[config.mk]
export PLATFORM = sky130hd
export DESIGN_NAME = pb_input_conditioner
export DESIGN_NICKNAME = d
export VERILOG_FILES = /design/src/rtl/ee2026_ui_pkg.sv /design/src/rtl/pb_channel.sv /design/src/rtl/pb_input_conditioner.sv
export SDC_FILE = /design/constraint.sdc
export NUM_CORES = 1
export LEC_CHECK = 0
export CAP_MARGIN = 15
export CORE_ASPECT_RATIO = 0.9
export CORE_MARGIN = 1
export CORE_UTILIZATION = 63
export DETAILED_ROUTE_END_ITERATION = 7
export DONT_BUFFER_PORTS = 1
export PLACE_DENSITY = 0.77
export SYNTH_ARGS = -nofsm -noshare
export SYNTH_HDL_FRONTEND = slang
export SYNTH_SLANG_ARGS = --single-unit
[constraint.sdc]
create_clock -name clk -period 7.9 [get_ports clk]
set_input_delay 1.975 -clock clk [delete_from_list [all_inputs] [get_ports clk]]
set_output_delay 1.975 -clock clk [all_outputs]
set_load 0.05 [all_outputs]
[src/rtl/ee2026_ui_pkg.sv]
// Shared UI definitions: pushbutton channel FSM encodings, board button indices
// and a counter-width helper used by the input conditioner.
package ee2026_ui_pkg;

  localparam logic [2:0] ST_IDLE  = 3'd0;
  localparam logic [2:0] ST_ARM_P = 3'd1;
  localparam logic [2:0] ST_HELD  = 3'd2;
  localparam logic [2:0] ST_LONG  = 3'd3;
  localparam logic [2:0] ST_ARM_R = 3'd4;

  localparam int BTN_C = 0;
  localparam int BTN_U = 1;
  localparam int BTN_L = 2;
  localparam int BTN_R = 3;
  localparam int BTN_D = 4;

  // Bits needed to hold 0..max_val without wrapping (never narrower than 1).
  function automatic int cnt_width(input int max_val);
    if (max_val < 1) begin
      return 1;
    end else begin
      return $clog2(max_val + 1);
    end
  endfunction

endpackage

[src/rtl/pb_channel.sv]
// One pushbutton channel: 2-FF synchroniser, debounce/hold FSM with saturating
// counters, and registered level / press / release / long-press outputs.
module pb_channel
  import ee2026_ui_pkg::*;
#(
  parameter int DEBOUNCE_T = 20,
  parameter int LONG_T     = 1000
) (
  input  logic clk,
  input  logic rst,
  input  logic btn_raw,
  input  logic tick,
  output logic level,
  output logic press_evt,
  output logic release_evt,
  output logic long_evt
);

  localparam int DW = cnt_width(DEBOUNCE_T);
  localparam int HW = cnt_width(LONG_T);
  localparam logic [DW-1:0] D_MAX = DW'(DEBOUNCE_T);
  localparam logic [HW-1:0] H_MAX = HW'(LONG_T);

  logic          sync1_r;
  logic          sync2_r;
  logic [2:0]    state_r;
  logic [2:0]    state_nx_s;
  logic [DW-1:0] dcnt_r;
  logic [DW-1:0] dcnt_nx_s;
  logic [DW-1:0] dcnt_inc_s;
  logic [HW-1:0] hcnt_r;
  logic [HW-1:0] hcnt_nx_s;
  logic [HW-1:0] hcnt_tick_s;
  logic          long_flag_r;
  logic          long_flag_nx_s;
  logic          level_r;
  logic          level_nx_s;
  logic          press_r;
  logic          press_nx_s;
  logic          release_r;
  logic          release_nx_s;
  logic          long_r;
  logic          long_nx_s;

  // Saturating counter increments; hcnt advances only on the shared tick.
  always_comb begin
    dcnt_inc_s  = (dcnt_r == D_MAX) ? D_MAX : dcnt_r + DW'(1);
    hcnt_tick_s = (tick && (hcnt_r != H_MAX)) ? hcnt_r + HW'(1) : hcnt_r;
  end

  // Next-state and next-output logic for the channel FSM.
  always_comb begin
    state_nx_s     = state_r;
    dcnt_nx_s      = dcnt_r;
    hcnt_nx_s      = hcnt_r;
    long_flag_nx_s = long_flag_r;
    level_nx_s     = level_r;
    press_nx_s     = 1'b0;
    release_nx_s   = 1'b0;
    long_nx_s      = 1'b0;
    case (state_r)
      ST_IDLE: begin
        if (sync2_r) begin
          state_nx_s = ST_ARM_P;
          dcnt_nx_s  = {DW{1'b0}};
        end else begin
          state_nx_s = ST_IDLE;
        end
      end
      ST_ARM_P: begin
        if (!sync2_r) begin
          state_nx_s = ST_IDLE;
        end else if (tick) begin
          dcnt_nx_s = dcnt_inc_s;
          if (dcnt_inc_s == D_MAX) begin
            state_nx_s     = ST_HELD;
            hcnt_nx_s      = {HW{1'b0}};
            long_flag_nx_s = 1'b0;
            level_nx_s     = 1'b1;
            press_nx_s     = 1'b1;
          end else begin
            state_nx_s = ST_ARM_P;
          end
        end else begin
          state_nx_s = ST_ARM_P;
        end
      end
      ST_HELD: begin
        hcnt_nx_s = hcnt_tick_s;
        if (!sync2_r) begin
          state_nx_s = ST_ARM_R;
          dcnt_nx_s  = {DW{1'b0}};
        end else if (hcnt_tick_s == H_MAX) begin
          state_nx_s     = ST_LONG;
          long_flag_nx_s = 1'b1;
          long_nx_s      = 1'b1;
        end else begin
          state_nx_s = ST_HELD;
        end
      end
      ST_LONG: begin
        hcnt_nx_s = hcnt_tick_s;
        if (!sync2_r) begin
          state_nx_s = ST_ARM_R;
          dcnt_nx_s  = {DW{1'b0}};
        end else begin
          state_nx_s = ST_LONG;
        end
      end
      ST_ARM_R: begin
        // hcnt keeps running here so a release bounce never restarts the long-press timer.
        hcnt_nx_s = hcnt_tick_s;
        if (sync2_r) begin
          state_nx_s = long_flag_r ? ST_LONG : ST_HELD;
        end else if (tick) begin
          dcnt_nx_s = dcnt_inc_s;
          if (dcnt_inc_s == D_MAX) begin
            state_nx_s   = ST_IDLE;
            level_nx_s   = 1'b0;
            release_nx_s = 1'b1;
          end else begin
            state_nx_s = ST_ARM_R;
          end
        end else begin
          state_nx_s = ST_ARM_R;
        end
      end
      default: begin
        state_nx_s     = ST_IDLE;
        dcnt_nx_s      = {DW{1'b0}};
        hcnt_nx_s      = {HW{1'b0}};
        long_flag_nx_s = 1'b0;
        level_nx_s     = 1'b0;
      end
    endcase
  end

  // Synchroniser, FSM state, counters and registered outputs.
  always_ff @(posedge clk or posedge rst) begin
    if (rst) begin
      sync1_r     <= 1'b0;
      sync2_r     <= 1'b0;
      state_r     <= ST_IDLE;
      dcnt_r      <= {DW{1'b0}};
      hcnt_r      <= {HW{1'b0}};
      long_flag_r <= 1'b0;
      level_r     <= 1'b0;
      press_r     <= 1'b0;
      release_r   <= 1'b0;
      long_r      <= 1'b0;
    end else begin
      sync1_r     <= btn_raw;
      sync2_r     <= sync1_r;
      state_r     <= state_nx_s;
      dcnt_r      <= dcnt_nx_s;
      hcnt_r      <= hcnt_nx_s;
      long_flag_r <= long_flag_nx_s;
      level_r     <= level_nx_s;
      press_r     <= press_nx_s;
      release_r   <= release_nx_s;
      long_r      <= long_nx_s;
    end
  end

  assign level       = level_r;
  assign press_evt   = press_r;
  assign release_evt = release_r;
  assign long_evt    = long_r;

endmodule

[src/rtl/pb_input_conditioner.sv]
// Board pushbutton conditioner: shared timebase tick plus one independent
// debounce/event channel per button.
module pb_input_conditioner
  import ee2026_ui_pkg::*;
#(
  parameter int CLK_HZ     = 100_000_000,
  parameter int TICK_HZ    = 1000,
  parameter int N_BTN      = 5,
  parameter int DEBOUNCE_T = 20,
  parameter int LONG_T     = 1000
) (
  input  logic             clk,
  input  logic             rst,
  input  logic [N_BTN-1:0] btn_raw,
  output logic [N_BTN-1:0] btn_level,
  output logic [N_BTN-1:0] btn_press,
  output logic [N_BTN-1:0] btn_release,
  output logic [N_BTN-1:0] btn_long,
  output logic             tick
);

  localparam int TICK_DIV = CLK_HZ / TICK_HZ;
  localparam int TW       = cnt_width(TICK_DIV - 1);
  localparam logic [TW-1:0] T_TERM = TW'(TICK_DIV - 1);

  logic [TW-1:0] tcnt_r;
  logic [TW-1:0] tcnt_nx_s;
  logic          tick_r;

  // Tick counter wraps at the terminal value.
  always_comb begin
    if (tcnt_r == T_TERM) begin
      tcnt_nx_s = {TW{1'b0}};
    end else begin
      tcnt_nx_s = tcnt_r + TW'(1);
    end
  end

  // tick_r is loaded from the next count so it is high exactly while tcnt_r sits at terminal.
  always_ff @(posedge clk or posedge rst) begin
    if (rst) begin
      tcnt_r <= {TW{1'b0}};
      tick_r <= 1'b0;
    end else begin
      tcnt_r <= tcnt_nx_s;
      tick_r <= (tcnt_nx_s == T_TERM);
    end
  end

  assign tick = tick_r;

  for (genvar i = 0; i < N_BTN; i++) begin : g_ch
    pb_channel #(
      .DEBOUNCE_T(DEBOUNCE_T),
      .LONG_T    (LONG_T)
    ) u_ch (
      .clk        (clk),
      .rst        (rst),
      .btn_raw    (btn_raw[i]),
      .tick       (tick_r),
      .level      (btn_level[i]),
      .press_evt  (btn_press[i]),
      .release_evt(btn_release[i]),
      .long_evt   (btn_long[i])
    );
  end

endmodule

Yosys cells after proc, flatten, opt, wreduce, memory -nomap -nowiden
Index checks and enable logic that the tools add are counted.
{ "totals": {"reg_bits": 143, "in_bits": 7, "wordCells": 441} }
{ "classes": {"n_addsub": 11, "n_eq_ne": 92, "mux": 221, "n_bitwise": 15, "n_reduce_logical": 50} }
{ "op_table": {"columns": ["operator", "count"], "rows": [
  ["$mux W10", 20],
  ["$mux W5", 30],
  ["$pmux W10 S3", 5],
  ["$mux W1", 105],
  ["$pmux W5 S4", 5],
  ["$mux W3", 30],
  ["$pmux W3 S5", 5],
  ["$ne A2 B1 Y1 const B", 30],
  ["$add A10 B1 Y10 const B", 5],
  ["$eq A10 B10 Y1 const B", 5],
  ["$eq A5 B5 Y1 const B", 10],
  ["$ne A10 B10 Y1 const B", 5],
  ["$reduce_or A3 Y1", 15],
  ["$ne A2 B2 Y1 const B", 20],
  ["$reduce_and A4 Y1", 10],
  ["$reduce_and A7 Y1", 5],
  ["$eq A17 B17 Y1 const B", 2],
  ["$eq A3 B2 Y1 const B", 10],
  ["$pmux W1 S3", 10],
  ["$reduce_and A6 Y1", 5],
  ["$add A5 B1 Y5 const B", 5],
  ["$mux W2", 10],
  ["$add A17 B1 Y17 const B", 1],
  ["$mux W17", 1],
  ["other kinds (6)", 40]
]} }

Longest topological paths before layout
Gate-level depths: netlist (run 1).
{ "depth": {"ltp_word": 7, "mapped_depth": 9, "depth_no_buf": 8} }

By module
A second synthesis (run 1) with hierarchy kept.
{ "unflattened": {"cells_unflattened": 976, "area_unflattened_um2": 8790.9} }
{ "by_module_without_submodules": {"columns": ["mod", "n_inst", "cells_each", "area_per_inst_um2", "seq_area_each_um2"], "rows": [
  ["pb_channel at g_ch[0].u_ch ...", 3, 172, 1565.3, 625.6],
  ["pb_channel at g_ch[4].u_ch", 1, 181, 1572.8, 625.6],
  ["pb_channel at g_ch[1].u_ch", 1, 180, 1524.0, 625.6],
  ["pb_input_conditioner", 1, 99, 998.5, 450.4]
]} }

Least setup slack after synthesis (run 1)
OpenSTA, ideal clock, no wires.
{ "synth_path": {"path_kind": "reg2out", "startpoint": "reg tick_r, in the netlist tick", "endpoint": "out tick", "arrival_ns": 0.597, "setup_slack_ns": 5.328, "stages_incl_launch_ff": 1, "path_buffers": 0, "cell_sequence": "dfrtp_1"} }
{ "synth_lines": {"columns": ["element", "line", "rtl"], "rows": [
  ["start, declared", "pb_input_conditioner.sv:28", "logic tick_r;"],
  ["start signal, assigned", "pb_input_conditioner.sv:46", "tick_r <= (tcnt_nx_s == T_TERM);"],
  ["end, declared", "pb_input_conditioner.sv:19", "output logic tick"]
]} }
No word-level cell between the ends.

Worst setup path after layout (run 1)
{ "layout_path": {"startpoint": "reg tick_r, in the netlist tick", "endpoint": "out tick"} }
No word-level cell between the ends.

==> results of run 1 <==
## cell usage after synthesis, drive strengths merged, types with 6 or more instances
library cell / count
nand4b: 11
mux2: 11
a31oi: 23
or3: 6
a21oi: 55
dfrtp: 143
nand3b: 9
xnor2: 20
and4: 8
nand2: 102
nand3: 44
clkbuf: 39
o22ai: 6
and2: 9
nor4: 13
a21o: 6
buf: 33
nor2: 80
ha: 21
o31ai: 12
o21ai: 87
inv: 50
and3: 8
nor2b: 16
nand2b: 17
xor2: 16
nand4: 21
nor3: 18
## path summary, 6_finish.rpt
| check | from | to | slack, ps | cells past startpoint |
|---|---|---|---|---|
| min | g_ch[4].u_ch.sync1_r | g_ch[4].u_ch.sync2_r | 350 | 0 |
| max reg2reg | tick | g_ch[3].u_ch.hcnt_r[2] | 5410 | 6 |
| min reg2reg | g_ch[4].u_ch.sync1_r | g_ch[4].u_ch.sync2_r | 350 | 0 |
| max in group asynchronous | rst | tick | 4950 | 2 |
| min in group asynchronous | rst | g_ch[2].u_ch.press_evt | 1480 | 1 |
| max | tick | tick | 4440 | 1 |
## report_power, final
part	switching, mW	total (mW)	internal [mW]
combinational	0.0641	0.102	0.0382
sequential	0.0299	0.782	0.752
clock	0.321	0.831	0.510
## layout make-up
class | count | area, um^2
multi-input combinational | 710 | 4472
fill | 1001 | 4273
sequential | 143 | 3580
clock buffer | 18 | 439.2
tap | 168 | 210.2
inverter | 50 | 192.7
clock inverter | 14 | 181.4
timing repair buffer | 2 | 15.01
## registers in the layout (all words and copies together) (netlist names)
| name | flops |
|---|---|
| g_ch.u_ch.hcnt_r | 50 |
| g_ch.u_ch.dcnt_r | 25 |
| tcnt_r | 17 |
| g_ch.u_ch.state_r | 15 |
| g_ch.u_ch.level | 5 |
| g_ch.u_ch.long_evt | 5 |
| g_ch.u_ch.long_flag_r | 5 |
| g_ch.u_ch.press_evt | 5 |
| g_ch.u_ch.release_evt | 5 |
| g_ch.u_ch.sync1_r | 5 |
| g_ch.u_ch.sync2_r | 5 |
| tick | 1 |
## cell families after synthesis
kind of cell | count (synthesis)
DFF | 143
AOI/OAI and AO/OA | 251
adders and majority gates | 21
and+or+nand+nor | 386
muxes | 16
buffers and inverters | 122
xor gates and xnor gates | 36
## per-layer routing
metal  vias up  global-route usage [%]  wire length, um
li1       3384                       -                -
met2       195                   44.13             8717
met5         -                       0                0
met3        31                   5.910              720
met1      3451                   33.46             8067
met4         0                   11.46              300
## worst reg2reg max path, cell delays in order (launching register included)
cell	delay (ps)
dfrtp_2	560
buf_4	490
nor3b_1	250
o2111ai_1	330
o21a_1	420
o21ai_0	210
o41ai_1	100
==> impl_metrics.toml, run 1 <==
[outcome]
run_status = "finished with violations"
violations = "design-rule violations"

[timing]
hold_viol_final = 0
worst_slew_pin_slew_ps = 974.2
setup_viol = 0
slew_headroom_pct = 35.05
worst_slack_ps = 4442
post-route-period-util_pct = 43.77
hold_ws_ps = 350.1
period_minus_slack_ps = 3458
maxSlewViolCount = 0
setup-tns-final_ps = 0
rsz0062_at_grt = "false"
fmax_mhz = 289.2
finClkSkew_ps = 9.509

[die]
fp-row-count = 40
io_pins = 28
core_um2 = 13360
die_w_um = 125.3
die_h_um = 112.9
dieArea_um2 = 14150
initial_core_util_pct = 64.47

[layout]
layout_commonest_cell = "dfrtp_1"
n_antenna_cell = 0
finalNonFillerCells = 1105
layout-drive-gt1-share_pct = 8.004
mostFrequentLayoutCells = "dfrtp_1 (142), nand2_1 (102), o21ai_0 (82)"
syn_to_final_growth_pct = 5.519
final_core_util_pct = 68.02
stdcell_area_um2 = 9090
final_nets = 952

[routing]
via_count = 7061
drt_iter0_drc = 663
wire_per_inst_um = 16.11
routed_via_density = 6.390
ant_nets = 0
drc = 3
routed_wl_um = 17810
firstDrtPassIters = 7

[clocking]
post_cts_resized = 0
cts_tree = "yes"
numCtsBuffers = 17
htreeDepth = 4
clk_transition_reported_paths_ps = 60
clk_path_buf_depth = 2
clkLatencyLatePin_ps = 430
post_cts_buffers = 0
cts_sinks = 143
clk_root_buffer_cell = "clkbuf_16"
hold_buffers = 0

[logic_synthesis]
synth-compound-area-share_pct = 18.82
netlist_area_um2 = 8615
yosysSeqAreaShare_pct = 41.54
ys.flop_type = "dfrtp_1"
ys_warn_count = 0
synth_top_family_by_area = "simple AND/OR/NAND/NOR gates"
synth_top_area_cell = "dfrtp_1"
synth_cell_type_count = 83
synthXorXnorAreaFrac_pct = 3.747
ys_ff_latch = 143
async_reset_ff_share_pct = 100.0
synthMuxAreaShare_pct = 2.208
syn_nets = 1003
synth_top_area_share_pct = 41.54
synthSimpleGateAreaFrac_pct = 24.08
ys_top_cells_by_area = "dfrtp_1 (42%), o21ai_0 (4.8%), nand2_1 (4.4%)"
syn_avg_cell_area_um2 = 8.835
syn_inst = 975
synth_edf_count = 0
synth_fa_ha_area_share_pct = 3.050

[grt]
grt_max_degree = 82
grt_pass1_wl_um = 30460
globalRouteTotalUtil_pct = 26.49
grt_pass1_vias = 6788
overflow = 0
antenna_found_initial = 0

[critical_path]
path_cells = "buf_4"
cp_top_family = "flip-flops"
critPathLaunchType = "flop"
endpoint_kind = "primary output"
crit_buf_inv = 1
slowest_delay_ps = 560
critPathArrivalTime_ps = 1480
path_class = "flop to primary output"
cp_max_fo = 30
worst_path_max_delay_cell = "dfrtp_2"
cp.required_ps = 5930

[placement]
pre_cts_slack_ps = 4371
io_buffer_count = 0
place_inst = 1073
placed_cell_area_um2 = 8469
hpwl_um = 12090
place_congestion = 0.8731

[worst_hold_path]
hp-class = "flop to flop"

[pwr]
power_mw = 1.715
power.density_nw_per_um2 = 188.7
vdd_drop_max_mv = 0.2303
leakage_nw = 3.826

[flow_run]
maxCapViolCount = 0
Note: power is estimated with default switching activity, not from simulation.
==> run 2: changes to the inputs <==
==> constraint.sdc (replaced) <==
create_clock -name clk -period 3.48 [get_ports clk]
set_input_delay 0.87 -clock clk [delete_from_list [all_inputs] [get_ports clk]]
set_output_delay 0.87 -clock clk [all_outputs]
set_load 0.05 [all_outputs]
==> impl_metrics.toml, run 2 (synthesis results as in run 1) <==
[critical_path]
cp_num_cells = 1
crit_buf_inv = 1
worst_path_max_delay_cell = "dfrtp_2"
cp.required_ps = 2610
slowest_delay_ps = 910
path_class = "flop to primary output"
endpoint_kind = "primary output"
path_cells = "buf_4"
r2r_start = "tick"
reg2reg_depth = 5
critPathLaunchType = "flop"
crit_start = "tick"
cp_top_family = "flip-flops"
cp_max_fo = 45
critPathArrivalTime_ps = 1690

[die]
dieArea_um2 = 14150
die_w_um = 125.3
core_um2 = 13360
fp-row-count = 40
io_pins = 28
initial_core_util_pct = 64.47
die_h_um = 112.9

[clocking]
clk_transition_reported_paths_ps = 60
cts_tree = "yes"
clk_path_buf_depth = 2
htreeDepth = 4
clk_root_buffer_cell = "clkbuf_16"
post_cts_resized = 0
numCtsBuffers = 17
post_cts_buffers = 0
clkLatencyLatePin_ps = 420
hold_buffers = 0
cts_sinks = 143

[grt]
grt_pass1_vias = 6559
antenna_found_initial = 0
grt_util_met3_pct = 5.626
busiest_layer = "met2"
overflow = 0
globalRouteMet1Util_pct = 35.94
met2_usage_pct = 43.58
grt_max_degree = 48
globalRouteTotalUtil_pct = 26.70
grt_pass1_wl_um = 30980

[routing]
routed_wl_um = 17810
firstDrtPassIters = 8
drc = 2
wire_per_inst_um = 16.11
via_count = 7103
routed_via_density = 6.422
ant_nets = 0
drt_iter0_drc = 701

[outcome]
run_status = "finished with violations"
violations = "design-rule violations"

[timing]
fmax_mhz = 390.6
setup_viol = 0
hold_viol_final = 0
post-route-period-util_pct = 73.57
period_minus_slack_ps = 2560
worst_slew_pin_slew_ps = 952.6
finClkSkew_ps = 8.467
maxSlewViolCount = 0
hold_ws_ps = 344.6
slew_headroom_pct = 36.49
rsz0062_at_grt = "false"
setup-tns-final_ps = 0

[pwr]
p_int_mw = 3.101
vdd_drop_max_mv = 0.3807
pwr-share-seq_pct = 44.5
p_comb_share_pct = 6.0
leakage_nw = 3.858
clockPowerShare_pct = 49.5
power.switching_uw = 887.5
swShare_pct = 22.25
power.density_nw_per_um2 = 435.8

[layout]
top_regs = "g_ch.u_ch.hcnt_r: 50 flops, g_ch.u_ch.dcnt_r: 25 flops, tcnt_r: 17 flops"
syn_to_final_growth_pct = 6.245
mostFrequentLayoutCells = "dfrtp_1 (142), nand2_1 (102), o21ai_0 (82)"
largest_reg_flops = 50
layout-drive-gt1-share_pct = 7.996
n_antenna_cell = 0
n_fill_cell = 1006
top_register = "g_ch.u_ch.hcnt_r"
final_nets = 954
layout_commonest_cell = "dfrtp_1"

[worst_hold_path]
hp-class = "input port to async pin"

[placement]
place_congestion = 0.8766
io_buffer_count = 0
hpwl_um = 12040

[flow_run]
maxCapViolCount = 0
==> run 2: changes by cell type in the layout (fill, tap and decap cells not counted) <==
cell	before	now
clkbuf_1	0	1
bufinv_16	3	5
clkinv_4	3	0
buf_12	0	2
clkinv_2	0	3
inv_6	5	0
clkbuf_8	1	2
==> run 2: layout make-up <==
cell class                 count  area, um^2  share of cell area (%)
clock buffer                  20       456.7                   4.990
tap                          168       210.2                   2.297
multi-input combinational    710        4472                   48.86
inverter                      50       191.4                   2.092
sequential                   143        3580                   39.11
timing repair buffer           4       55.05                  0.6015
clock inverter                11       187.7                   2.051
==> run 2: per-stage QoR <==
stage / instance area (um^2) / power (mW) / instances / util [%] / setup slack [ps]
after floorplan: 8618 / 1.973 / 975 / - / 818.9
after global placement: 8508 / 2.019 / 1075 / 63.67 / 1149
after detailed placement: 8508 / 2.039 / 1075 / 63.67 / 1068
after CTS: 9153 / 4.029 / 1106 / 68.49 / 904.1
after global routing: 9153 / 4.139 / 1106 / 68.49 / 822.8
final: 9153 / 3.989 / 1106 / 68.49 / 919.9
==> run 2: per-layer routing <==
metal	part of all wire, %	routed length [um]	up-vias
li1	-	-	3395
met1	46	8110	3477
met2	49	8685	210
met3	4.6	827	21
met4	1.1	191	0
met5	0	0	-
==> run 2: path summary, 6_finish.rpt <==
path	slack (ps)	end
setup / recovery	920	tick
hold / removal	340	g_ch[3].u_ch.hcnt_r[6]
setup reg to reg	1040	g_ch[2].u_ch.hcnt_r[6]
hold reg to reg	350	g_ch[1].u_ch.sync2_r
max in group asynchronous	2340	tick
min in group clk	350	g_ch[1].u_ch.sync2_r
==> run 2: power groups by stage <==
stage	clock, mW	sequential, mW	combinational [mW]
finish	1.98	1.77	0.239
global route	2.08	1.78	0.276
CTS	2.02	1.77	0.241
detailed placement	0	1.80	0.239
global placement	0	1.80	0.223
floorplan	0	1.78	0.196
==> run 3: changes to the inputs <==
==> constraint.sdc (replaced) <==
create_clock -name clk -period 2.65 [get_ports clk]
set_input_delay 0.6625 -clock clk [delete_from_list [all_inputs] [get_ports clk]]
set_output_delay 0.6625 -clock clk [all_outputs]
set_load 0.05 [all_outputs]
==> impl_metrics.toml, run 3 (synthesis results as in run 1) <==
[outcome]
violations = "design-rule violations"
run_status = "finished with violations"

[critical_path]
critPathLaunchType = "flop"
ff2ff_setup_slack_ps = 300
cp_top_family = "compound AO/OA/AOI/OAI gates"
slowest_delay_ps = 520
cp_max_fo = 9
endpoint_kind = "flop"
r2r_start = "g_ch[2].u_ch.dcnt_r[0]"
path_cells = "ha_1 -> nand3_1 -> xor2_1 -> nor4b_2 -> a311oi_2 -> o21ai_0 -> o41ai_1"
critPathArrivalTime_ps = 2640
cp.required_ps = 2950
path_class = "flop to flop"
rr_endpoint = "g_ch[2].u_ch.hcnt_r[2]"
crit_buf_inv = 0
worst_path_max_delay_cell = "nor4b_2"
reg2reg_depth = 7

[timing]
post-route-period-util_pct = 88.62
finClkSkew_ps = 10.39
setup_viol = 0
hold_viol_final = 0
worst_slew_pin_slew_ps = 813.9
maxSlewViolCount = 0
fmax_mhz = 425.8
setup-tns-final_ps = 0
rsz0062_at_grt = "false"
slew_headroom_pct = 45.54
period_minus_slack_ps = 2348
hold_ws_ps = 128.9

[routing]
drt_iter0_drc = 781
routed-wl-met3_um = 729
wl_met2_um = 8303
firstDrtPassIters = 7
routed_wl_um = 17190
via_count = 6995
routed.top_layer = "met4"
wire_per_inst_um = 15.49
routed_via_density = 6.302
drc = 5
wl_met1_um = 7912
ant_nets = 0

[layout]
stdcell_area_um2 = 9105
multi_input_area_um2 = 4472
layout-drive-gt1-share_pct = 8.386
final_nets = 957
top_regs = "g_ch.u_ch.hcnt_r: 50 flops, g_ch.u_ch.dcnt_r: 25 flops, tcnt_r: 17 flops"
n_fill_cell = 1000
largest_reg_flops = 50
top_register = "g_ch.u_ch.hcnt_r"
n_antenna_cell = 0
layout_commonest_cell = "dfrtp_1"
register_area_um2 = 3580
syn_to_final_growth_pct = 5.694
mostFrequentLayoutCells = "dfrtp_1 (142), nand2_1 (102), o21ai_0 (82)"

[grt]
globalRouteTotalUtil_pct = 25.71
antenna_found_initial = 0
grt_max_degree = 68
grt_pass1_wl_um = 29730
grt_pass1_vias = 6561
overflow = 0

[clocking]
numCtsBuffers = 17
cts_tree = "yes"
clkLatencyLatePin_ps = 430
post_cts_resized = 0
htreeDepth = 4
post_cts_buffers = 0
clk_root_buffer_cell = "clkbuf_16"
clk_transition_reported_paths_ps = 60
clk_path_buf_depth = 2
hold_buffers = 0
cts_sinks = 143

[placement]
placed_cell_area_um2 = 8531
hpwl_um = 11460
io_buffer_count = 0
place_congestion = 0.9222

[die]
io_pins = 28
dieArea_um2 = 14150
initial_core_util_pct = 64.47
die_h_um = 112.9
fp-row-count = 40
die_w_um = 125.3
core_um2 = 13360

[pwr]
power.density_nw_per_um2 = 543.6
leakage_nw = 3.838
vdd_drop_max_mv = 0.5718

[worst_hold_path]
hp-class = "input port to async pin"

[flow_run]
maxCapViolCount = 0
## run 3: final cells by class
class                      count  share of cell area, %
multi-input combinational    710                  49.11
sequential                   143                  39.32
clock buffer                  18                  4.713
tap                          168                  2.309
inverter                      50                  2.103
clock inverter                14                  1.594
timing repair buffer           7                 0.8520
## run 3: worst register-to-register path, stage by stage (launching register included)
cell	delay, ps
dfrtp_1	450
ha_1	280
nand3_1	120
xor2_1	180
nor4b_2	520
a311oi_2	330
o21ai_0	250
o41ai_1	100
## run 3: metal layers
| layer | vias to the layer above | global-route usage, % |
|---|---|---|
| met1 | 3382 | 33.64 |
| met4 | 0 | 9.512 |
| met3 | 25 | 5.059 |
| met2 | 191 | 42.76 |
| li1 | 3397 | - |
| met5 | - | 0 |
## run 3: where the power goes
| group | internal [mW] | switching (mW) | leakage [nW] |
|---|---|---|---|
| logic | 0.118 | 0.186 | 1.63 |
| clock network | 1.38 | 0.936 | 0.272 |
| registers | 2.24 | 0.0853 | 1.94 |
## run 3: how the worst max path moves through the flow
stage	endpoint	cells after the start	start	slack [ps]
6_report	g_ch[2].u_ch.hcnt_r[2]	7	g_ch[2].u_ch.dcnt_r[0]	300
5_1_grt	g_ch[3].u_ch.hcnt_r[6]	7	g_ch[3].u_ch.dcnt_r[0]	90
4_1_cts	g_ch[2].u_ch.hcnt_r[2]	7	g_ch[2].u_ch.dcnt_r[0]	310
3_5_place_dp	g_ch[2].u_ch.hcnt_r[2]	7	g_ch[2].u_ch.dcnt_r[0]	340
3_3_place_gp	g_ch[4].u_ch.dcnt_r[3]	5	tick	460
2_1_floorplan	g_ch[0].u_ch.dcnt_r[0]	1	rst	200
## run 3: per-stage QoR
stage	util (%)	total power, mW	cells	setup slack, ps
floorplan	-	2.591	975	196.4
global placement	63.84	2.646	1078	464.8
detailed placement	63.84	2.671	1078	336.3
CTS	68.14	4.998	1110	313.6
global route	68.14	5.144	1110	89.12
finish	68.14	4.950	1110	301.5
